==> src/rtl/pc_branch_unit_pkg.sv <==
// Shared definitions for the PC / branch unit: FSM state encoding and default PC constants.
package pc_defs;

  typedef enum logic [1:0] {
    S_BOOT   = 2'd0,
    S_RUN    = 2'd1,
    S_BUBBLE = 2'd2,
    S_HALT   = 2'd3
  } pc_state_e;

  localparam int          PC_W     = 16;
  localparam logic [15:0] RESET_PC = 16'h0000;
  localparam logic [15:0] PC_INC   = 16'd2;
  localparam logic [15:0] TRAP_VEC = 16'h0010;

endpackage

==> src/rtl/branch_target_adder.sv <==
// Branch target adder: base + pre-shifted offset, wrapping modulo 2^WIDTH.
module branch_target_adder #(
  parameter int WIDTH = 16
) (
  input  logic [WIDTH-1:0] base_i,
  input  logic [WIDTH-1:0] off_i,
  output logic [WIDTH-1:0] sum_o
);

  assign sum_o = base_i + off_i;

endmodule

==> src/rtl/pc_branch_unit.sv <==
// PC register and next-PC selector with boot/run/bubble/halt sequencing.
// Build option: PC_ALIGN_CHECK_EN traps odd targets to TRAP_VEC instead of clearing bit 0.
module pc_branch_unit
  import pc_defs::*;
#(
  parameter int               WIDTH    = PC_W,
  parameter logic [WIDTH-1:0] RESET_PC = WIDTH'(pc_defs::RESET_PC),
  parameter logic [WIDTH-1:0] PC_INC   = WIDTH'(pc_defs::PC_INC),
  parameter logic [WIDTH-1:0] TRAP_VEC = WIDTH'(pc_defs::TRAP_VEC)
) (
  input  logic             clk,
  input  logic             reset_n,
  input  logic             stall,
  input  logic             imem_ready,
  input  logic             br_taken,
  input  logic [WIDTH-1:0] br_base_pc,
  input  logic [WIDTH-1:0] br_offset_sh,
  input  logic             jmp,
  input  logic [WIDTH-1:0] jmp_target,
  input  logic             halt_req,
  output logic [WIDTH-1:0] pc,
  output logic [WIDTH-1:0] pc_plus,
  output logic             fetch_valid,
  output logic             redirect,
  output logic             trap
);

`ifdef PC_ALIGN_CHECK_EN
  localparam bit ALIGN_CHK = 1'b1;
`else
  localparam bit ALIGN_CHK = 1'b0;
`endif

  pc_state_e        state_q, state_d;
  logic [WIDTH-1:0] pc_q, pc_d;
  logic             redirect_q, redirect_d;
  logic             trap_q, trap_d;
  logic [WIDTH-1:0] br_sum, tgt_raw;
  logic             misalign;

  branch_target_adder #(.WIDTH(WIDTH)) u_adder (
    .base_i (br_base_pc),
    .off_i  (br_offset_sh),
    .sum_o  (br_sum)
  );

  assign tgt_raw  = jmp ? jmp_target : br_sum;
  assign misalign = ALIGN_CHK && tgt_raw[0];
  assign pc_plus  = pc_q + PC_INC;

  always_comb begin
    state_d    = state_q;
    pc_d       = pc_q;
    redirect_d = 1'b0;
    trap_d     = 1'b0;
    case (state_q)
      S_BOOT: state_d = S_RUN;
      S_RUN, S_BUBBLE: begin
        if (halt_req) begin
          state_d = S_HALT;
        end else if (jmp || br_taken) begin
          // redirect beats stall / imem_ready: the flush must not be held off
          state_d    = S_BUBBLE;
          redirect_d = 1'b1;
          trap_d     = misalign;
          pc_d       = misalign ? TRAP_VEC : {tgt_raw[WIDTH-1:1], 1'b0};
        end else begin
          state_d = S_RUN;
          if (!stall && imem_ready) pc_d = pc_plus;
        end
      end
      S_HALT: state_d = S_HALT;
      default: state_d = S_BOOT;
    endcase
  end

  always_ff @(posedge clk or negedge reset_n) begin
    if (!reset_n) begin
      state_q    <= S_BOOT;
      pc_q       <= RESET_PC;
      redirect_q <= 1'b0;
      trap_q     <= 1'b0;
    end else begin
      state_q    <= state_d;
      pc_q       <= pc_d;
      redirect_q <= redirect_d;
      trap_q     <= trap_d;
    end
  end

  assign pc          = pc_q;
  assign fetch_valid = (state_q == S_RUN);
  assign redirect    = redirect_q;
  assign trap        = trap_q;

endmodule

==> config.mk <==
export PLATFORM = sky130hd
export DESIGN_NAME = pc_branch_unit
export DESIGN_NICKNAME = d
export VERILOG_FILES = /design/src/rtl/pc_branch_unit_pkg.sv /design/src/rtl/branch_target_adder.sv /design/src/rtl/pc_branch_unit.sv
export SDC_FILE = /design/constraint.sdc
export NUM_CORES = 1
export LEC_CHECK = 0
export ABC_AREA = 1
export ABC_CLOCK_PERIOD_IN_PS = 1850
export CAP_MARGIN = 10
export CELL_PAD_IN_SITES_DETAIL_PLACEMENT = 1
export CELL_PAD_IN_SITES_GLOBAL_PLACEMENT = 1
export CORE_ASPECT_RATIO = 1.75
export CORE_MARGIN = 4
export CORE_UTILIZATION = 29
export DETAILED_ROUTE_END_ITERATION = 8
export GPL_TIMING_DRIVEN = 0
export HOLD_SLACK_MARGIN = 0.03
export PLACE_DENSITY_LB_ADDON = 0.25
export SYNTH_ARGS = -nofsm -noshare
export SYNTH_HDL_FRONTEND = slang
export SYNTH_SLANG_ARGS = --single-unit
==> constraint.sdc <==
create_clock -name clk -period 1.85 [get_ports clk]
set_input_delay 0.37 -clock clk [delete_from_list [all_inputs] [get_ports clk]]
set_output_delay 0.37 -clock clk [all_outputs]
set_load 0.02 [all_outputs]
### Word-level counts from Yosys, hierarchy flattened

Cells that the tools add are included.

| operators by class | value |
|---|---|
| $add $sub $neg | 2 |
| eq/ne operators | 3 |
| mux-type cells | 9 |
| bitwise operators | 1 |
| reduce and logical (&&, ||, !) cells | 7 |

Operator list:

| kind | number |
|---|---|
| $mux 16 | 3 |
| $add 16x16->16 | 1 |
| $add 16x2->16 const B | 1 |
| $pmux 2 s3 | 1 |
| $eq 2x2->1 const B | 2 |
| $mux 2 | 2 |
| $mux 1 | 3 |
| $reduce_and 3->1 | 1 |
| $eq 2x1->1 const B | 1 |
| $logic_not 2->1 | 1 |
| $reduce_bool 2->1 | 1 |
| $reduce_or 2->1 | 1 |
| $logic_and 1x1->1 | 1 |
| $logic_not 1->1 | 1 |
| $logic_or 1x1->1 | 1 |
| $not 1->1 | 1 |

| storage, ports and cells | value |
|---|---|
| register bits after elaboration | 19 |
| word-level logic and storage cells | 25 |

### Logic depth before layout (Yosys ltp)

Gate-level depths: netlist (run 1).

| depth | value |
|---|---|
| word-level depth | 4 |
| gate-level depth with buffers | 14 |
| gate-level depth less buffers | 14 |

### Modules after synthesis

Synthesis (run 1) repeated with hierarchy kept, for this count alone.

| second synthesis, totals | value |
|---|---|
| cells, all modules | 378 |
| area, all modules | 2312.2 sq um |

Modules (own cells, without submodules):

| module | times used | cells each | area an instance (sq um) | seq. area each (sq um) |
|---|---|---|---|---|
| pc_branch_unit | 1 | 202 | 1381.3 | 450.4 |
| branch_target_adder | 1 | 176 | 930.9 | 0.0 |

### Least setup slack after synthesis (run 1)

OpenSTA, ideal clock, no wires.

| timing | value |
|---|---|
| kind | flip-flop to output port |
| start | register pc_q[1], in the netlist pc[1] |
| end | output pc_plus[11] |
| arrival | 1.467 ns |
| data required time | 1.480 ns |
| setup slack | 0.013 ns |
| cell stages (with the launch flop) | 8 |
| buffers on the path | 0 |
| path through | dfrtp_1 > ha_1 > nand3_2 > inv_2 > nand2_2 > nor3_4 > or2_2 > nand2_1 |

| on the way | value |
|---|---|
| longest elaborated chain between the ends | 1 |

RTL lines:

| item | RTL line | source |
|---|---|---|
| from (decl) | pc_branch_unit.sv:35 | `logic [WIDTH-1:0] pc_q, pc_d;` |
| from (signal assigned) | pc_branch_unit.sv:85 | `pc_q <= pc_d;` |
| $add 16x2->16 | pc_branch_unit.sv:49 | `assign pc_plus = pc_q + PC_INC;` |
| to (decl) | pc_branch_unit.sv:22 | `output logic [WIDTH-1:0] pc_plus,` |

No other way between the ends.

### Final worst setup path (run 1)

| timing | value |
|---|---|
| start | register pc_q[2], in the netlist pc[2] |
| end | output pc_plus[15] |

Same word-level chain as after synthesis.

==> results of run 1 <==
cells in the mapped netlist, drive strengths merged:
cell       n
a21oi     12
and2       1
buf        5
clkbuf     2
clkinv     1
conb       1
dfrtp     18
fa         1
ha        18
inv       69
nand2    133
nand3     34
nand3b     2
nand4      2
nor2      43
nor3       5
o2111ai    2
o21ai     19
o221ai     2
o22ai      1
or2        3
xnor2      2
xor2      11
worst max-delay path by stage:
stage | start | end | slack [ns] | cells past startpoint
after floorplan | pc[1] | pc_plus[11] | 0.01 | 7
after global placement | pc[1] | pc_plus[15] | -0.51 | 8
after detailed placement | pc[1] | pc_plus[15] | -0.56 | 8
after CTS | pc[1] | pc_plus[11] | -0.16 | 8
after global routing | pc[2] | pc_plus[15] | -0.25 | 8
final | pc[2] | pc_plus[15] | -0.18 | 8
tightest hold or removal path, delay by kind of cell (launching register included):
kind | cells | cell delay (ns)
flops | 1 | 0.38
simple gates | 2 | 0.12
flip-flops by register name, indices dropped and copies added, names as in the netlist:
register and flops:
state_q 2, redirect 1, pc 15
what timing repair did:
action                                  4_1_cts  5_1_grt
pin swaps                                    20       19
buffers inserted                             23       12
resized for setup                           113       81
endpoints found under the setup margin       25       27
cell type report:
type	instances	share of cell area, %
inverters	70	6.489
multi-input cells	294	47.47
well taps	88	2.694
plain buffers	7	1.408
repair buffers	120	28.53
clock buffers	4	2.173
flip-flops and latches	18	11.23
power by group:
part,switching [uW],internal (uW),total (uW)
registers,42.1,423,465
clock network,173,330,503
logic,523,462,986
total,739,1220,1950
layout by cell type, fill, tap and decap left out, drive strengths merged, types with 2 or more instances in the layout:
| master | n |
|---|---|
| o21ai | 19 |
| o2111ai | 2 |
| a21oi | 12 |
| o221ai | 2 |
| xnor2 | 2 |
| clkbuf | 7 |
| xor2 | 11 |
| or2 | 3 |
| clkdlybuf4s50 | 45 |
| nor2 | 43 |
| buf | 52 |
| nand2 | 133 |
| conb | 3 |
| dlymetal6s2s | 18 |
| ha | 18 |
| dfrtp | 18 |
| nand4 | 2 |
| nand3 | 34 |
| nand3b | 2 |
| nor3 | 5 |
| inv | 69 |
| dlygate4sd2 | 9 |
metrics by stage:
stage / TNS [ns] / utilization (%)
after floorplan: 0 / -
after global placement: -7.419 / 42.66
after detailed placement: -8.431 / 42.66
after CTS: -0.6964 / 48.43
after global routing: -1.647 / 53.28
final: -1.073 / 53.28
layer usage:
layer / part of all wire (%) / wire length, um
met1: 35 / 3382
met2: 58 / 5645
met3: 3.4 / 333
met4: 3.6 / 348
met5: 0 / 0
kinds of logic after synthesis:
kind of cell               after synthesis  share of synthesized area, %
buffers and inverters                   77                         13.84
DFF                                     18                         19.54
and+or+nand+nor                        223                         41.53
AOI/OAI and AO/OA                       36                         9.013
other                                    1                        0.1627
xor gates and xnor gates                13                         5.266
adders and majority gates               19                         10.64
==> summary.txt, run 1 <==
Status
  • Status: complete, but fails checks
  • Violated checks: setup timing

Timing
  • Rel. slew slack: 40.80%
  • Fin crit period: slightly above 2 ns
  • Final Hold Viols: 0
  • Final setup viols: 9
  • Fmax: around 490 MHz
  • Setup ws final: -0.1793 ns
  • Worst Clk Skew: 0.005253 ns
  • Max Slew Vio Count: 0
  • Worst-margin pin slew: ~0.89 ns
  • Smallest hold slack: between 0.5 and 0.6 ns
  • Fin crit share: 109.7%
  • Unrepaired setup endpoints after global routing: yes

Power and ir drop
  • Worst VDD drop: ~230 uV
  • Leak: about 0.0022 uW
  • Tot Pwr: ~2000 uW
  • Power Density: ~480 mW/mm^2

Placement
  • Placed cells: 562
  • PortBufs: 85
  • DP Area: 0.003273 mm^2
  • GP Congestion: around 0.83
  • Setup slack at placement: -0.5566 ns
  • Post-DP HPWL: around 7000 um

CTS
  • Root Buffer: clkbuf_16
  • Skew-Pair Late Insertion Delay: approximately 0.26 ns
  • CTS hold repair buffers: 0
  • CTS max path bufs: 2
  • # H-tree levels: 1
  • CTS tree: done
  • Clk pin slew, worst setup/hold paths: around 0.06 ns
  • Num CTS Buffers: 3
  • Clk sinks: 18

Global routing
  • Met2 global-route usage: approximately 39%
  • GR peak layer: met2
  • Global route total overflow: 0
  • First-pass GRT wire length: between 15000 and 20000 um
  • Met3 Resource Use GR: under 10%
  • Vias in the first global route: around 3200
  • Number of antenna violations at the first check in global routing: 0
  • M1 GR Usage: a little over a fifth
  • Largest net degree at the start of global routing: 19
  • Tot GR Track Use: 20.46%

Floorplan
  • Core area: roughly 0.0077 mm^2
  • Core Rows: 42
  • I/O pins: 90
  • Die area: approximately 0.0095 mm^2
  • Die span in y: 125.9 um
  • Die width: 75.39 um
  • Initial core utilization: between 30% and 40%

Synthesis
  • Synthesized area per cell: 5.955 um^2
  • Number of library cell types mapped by synthesis: 36
  • Yosys reg bits: 18
  • Cell taking the most area after synthesis: nand2_1
  • Register area share after synthesis: roughly a fifth
  • Share of the synthesized area in the top cell type: approximately a fifth
  • Mapped Cells: a little under 400
  • Synth warn: 0
  • Post-synthesis cell area: approximately 0.0023 mm^2
  • Area contributors post-synth: nand2_1 21%, dfrtp_1 20%, inv_1 10%

Setup path
  • FF-to-FF setup slack: -0.17 ns
  • Critical Path RT: around 1.5 ns
  • CP startpoint kind: register
  • RR Startpoint: pc[2]
  • CP Capture Type: primary output
  • Critical-path cell list: ha_4 -> nand3_4 -> inv_4 -> nand2_4 -> nor3_4 -> nand3b_1 -> nand2_1 -> buf_6
  • Reg2reg path depth: 13
  • R2r endpoint: pc[7]
  • CP delay by family, top: simple AND/OR/NAND/NOR gates
  • CP peak stage delay: approximately 0.4 ns
  • CP bufs+invs: 2
  • Crit path max-delay cell type: dfrtp_2
  • Worst Path Class, Setup: register to primary output
  • Worst path arrival time: approximately 1.7 ns
  • Worst-path maximum fanout: 4

Cells and area
  • Antenna diode count: 0
  • Multi-input gate area: approximately 0.0019 mm^2
  • Fill cell count: a little under 1000
  • Nets: between 500 and 600
  • Area Overhead vs Synth: 77.36%
  • Seq. cell area: roughly 460 um^2
  • Final instance area: 0.004088 mm^2
  • Cell Count, Final, Fillers Out: 601
  • Layout cell share with drive strength beyond 1: 29.24%

Worst hold path
  • Min-delay src: pc[15]
  • WHS Endpoint: pc[15]
  • Worst hold path depth: 2
  • HP Class: register to register

Route
  • DRT Wirelength: a little under 10000 um
  • Drt drc: 0
  • DR WL/cell: 16.16 um
  • TritonRoute pass-1 iters: 4
  • Vias per cell: around 4.9
  • Iter 0 DRT Violations: ~100
  • Detailed-route via count: between 2000 and 3000
  • Routed Antenna Nets: 0

Job
  • Max Cap Viol: 0
No activity file was read; power rests on OpenSTA's default activity.
==> run 2: changes to the inputs <==
--- a/config.mk
+++ b/config.mk
@@ -5,14 +5,12 @@
 export SDC_FILE = /design/constraint.sdc
 export NUM_CORES = 1
 export LEC_CHECK = 0
-export ABC_AREA = 1
+export ABC_AREA = 0
 export ABC_CLOCK_PERIOD_IN_PS = 1850
 export CAP_MARGIN = 10
-export CELL_PAD_IN_SITES_DETAIL_PLACEMENT = 1
-export CELL_PAD_IN_SITES_GLOBAL_PLACEMENT = 1
 export CORE_ASPECT_RATIO = 1.75
 export CORE_MARGIN = 4
-export CORE_UTILIZATION = 29
+export CORE_UTILIZATION = 44
 export DETAILED_ROUTE_END_ITERATION = 8
 export GPL_TIMING_DRIVEN = 0
 export HOLD_SLACK_MARGIN = 0.03
==> summary.txt, run 2 <==
Status
  • Status: complete, but fails checks
  • Violated checks: setup timing

Worst hold path
  • Worst hold path depth: 2
  • HP Class: register to register

Synthesis
  • Area contributors post-synth: dfrtp_1 21%, ha_1 10%, xnor2_1 7.7%
  • Share of the synthesized area in the top cell type: 20.89%
  • Mapped Cells: between 200 and 300
  • Cell taking the most area after synthesis: dfrtp_1
  • Yosys reg bits: 18
  • Most numerous cell in the Yosys netlist: nor2_1
  • Post-synthesis cell area: ~0.0022 mm^2
  • Register area share after synthesis: a little over a fifth
  • Top cells by count, synth: 26 x nor2_1, 24 x a21oi_1, 22 x o21ai_0
  • Number of library cell types mapped by synthesis: 52
  • Synthesized area per cell: 7.699 um^2
  • Synth warn: 0
  • EDFF count, synth: 0
  • Synth Flop Type: dfrtp_1
  • Synth async-reset ratio: 100.0%

Setup path
  • CP Capture Type: primary output
  • Worst Path Class, Setup: register to primary output
  • Worst-path maximum fanout: 4
  • CP startpoint kind: register
  • Reg2reg path depth: 8
  • Worst path arrival time: between 1.5 and 2 ns
  • Critical Path RT: about 1.5 ns

CTS
  • Skew-Pair Late Insertion Delay: ~0.27 ns
  • CTS tree: done
  • # H-tree levels: 1
  • Num CTS Buffers: 3
  • Clk sinks: 18
  • Root Buffer: clkbuf_8
  • Clk pin slew, worst setup/hold paths: 0.08 ns
  • CTS max path bufs: 2

Placement
  • PortBufs: 84
  • Post-DP HPWL: 5442 um
  • Setup slack at placement: -0.7548 ns
  • GP Congestion: between 0.9 and 1

Global routing
  • Global route total overflow: 0
  • Number of antenna violations at the first check in global routing: 0
  • Largest net degree at the start of global routing: 19
  • Tot GR Track Use: between 20% and 30%
  • Vias in the first global route: 2748
  • First-pass GRT wire length: 12700 um

Floorplan
  • Die span in y: 100.6 um
  • Die width: around 61 um
  • Core area: between 0.004 and 0.005 mm^2
  • Initial core utilization: around 46%
  • Die area: slightly above 0.006 mm^2
  • Core Rows: 33
  • I/O pins: 90

Timing
  • Fin Setup TNS: -1.994 ns
  • Final Hold Viols: 0
  • Unrepaired setup endpoints after global routing: yes
  • Fin crit period: between 2 and 2.5 ns
  • Worst Clk Skew: between 0.004 and 0.005 ns
  • Setup ws final: -0.3125 ns
  • Worst-margin pin slew: just over 0.9 ns
  • Fmax: 462.4 MHz
  • Rel. slew slack: 39.16%
  • Fin crit share: 116.9%
  • Final setup viols: 14
  • Smallest hold slack: 0.5450 ns
  • Max Slew Vio Count: 0

Power and ir drop
  • Int Power: roughly 2500 uW
  • Worst VDD drop: 1081 uV
  • Power Density: roughly 1200 mW/mm^2
  • Clock network power share: 7.4%
  • Logic gate share of total power: 74.7%
  • Seq pwr share: 18.0%
  • Switch share: 47.95%
  • P_sw: between 2000 and 2500 uW
  • Leak: around 0.0017 uW

Cells and area
  • Multi-input gate area: around 0.0021 mm^2
  • Max FFs per register: 15
  • Layout cell share with drive strength beyond 1: 43.57%
  • Nets: about 500
  • Antenna diode count: 0
  • Seq. cell area: around 460 um^2
  • Commonest non-fill, non-tap cell in the layout: buf_4
  • Fin util: a little under nine tenths
  • Fill cell count: between 200 and 300
  • Area Overhead vs Synth: 85.90%
  • Most frequent cells in the layout: 59 x buf_4, 39 x clkdlybuf4s50_1, 20 x nor2_1

Route
  • TritonRoute pass-1 iters: 5
  • Iter 0 DRT Violations: about 330
  • Routed Antenna Nets: 0
  • DRT Wirelength: 9483 um
  • Vias per cell: approximately 6.2
  • Detailed-route via count: between 2000 and 3000
  • Drt drc: 0
  • DR WL/cell: ~20 um

Job
  • Max Cap Viol: 0
## run 2: power by group through the flow
stage	Sequential, uW	Combinational [uW]	Clock (uW)
2_1_floorplan	1040	1350	0
3_3_place_gp	874	2600	0
5_1_grt	877	3790	362
3_5_place_dp	880	2660	0
4_1_cts	872	3040	329
6_report	865	3600	355
## run 2: cell type report
type	instances	share of cell area, %
flip-flops and latches	18	11.49
clock buffers	4	1.374
repair buffers	138	29.07
plain buffers	11	1.873
well taps	52	1.623
multi-input cells	238	53.54
inverters	11	1.030
## run 2: metal layers
layer	routed length, um	vias to the layer above	global-route usage (%)	part of all wire (%)
met5	0	-	0	0
met4	481	0	16.53	5.1
met3	632	48	2.308	6.7
met2	5072	199	48.39	53
met1	3297	1393	28.06	35
li1	-	1300	-	-
## run 2: final timing paths
path,startpoint,slack [ns],to
worst max-delay path,pc[1],-0.31,pc_plus[14]
worst min-delay path,pc[7],0.55,pc[7]
worst max register to register,pc[1],-0.12,pc[14]
worst min register to register,pc[7],0.55,pc[7]
max in group asynchronous,reset_n,0.62,pc[2]
min in group asynchronous,reset_n,0.61,pc[4]
## run 2: repair_timing
action,CTS,global route
pin swaps,39,49
hold buffers,0,0
setup buffers,33,22
endpoints found under the setup margin,29,27
gates resized for setup,195,64
## run 2: critical path, stage by stage (launching register included)
cell and delay, ns:
dfrtp_2 0.43, nand4_1 0.27, buf_4 0.25, nor4_4 0.19, xor2_2 0.23, buf_6 0.15
## run 2: logic make-up after synthesis
family / Yosys count / synth area share (%)
adder cells (fa/ha/maj): 19 / 11.38
buffers and inverters: 26 / 5.804
AND/OR/NAND/NOR: 100 / 23.10
XOR/XNOR: 24 / 9.750
multiplexers: 7 / 3.308
flip-flops: 18 / 20.89
AO/OA/AOI/OAI: 85 / 25.60
other: 1 / 0.1739
## run 2: stage by stage
step,area (um^2),cells,power [uW]
5_1_grt,4008,472,5032
4_1_cts,3740,452,4240
2_1_floorplan,2310,282,2389
3_5_place_dp,3216,418,3535
6_report,4008,472,4821
3_3_place_gp,3216,418,3478
==> run 3: changes to the inputs <==
--- a/config.mk
+++ b/config.mk
@@ -5,7 +5,6 @@
 export SDC_FILE = /design/constraint.sdc
 export NUM_CORES = 1
 export LEC_CHECK = 0
-export ABC_AREA = 0
 export ABC_CLOCK_PERIOD_IN_PS = 1850
 export CAP_MARGIN = 10
 export CORE_ASPECT_RATIO = 1.75
==> results of run 3 <==
Same layout as run 2: the final DEF is identical, and so are final timing and power.
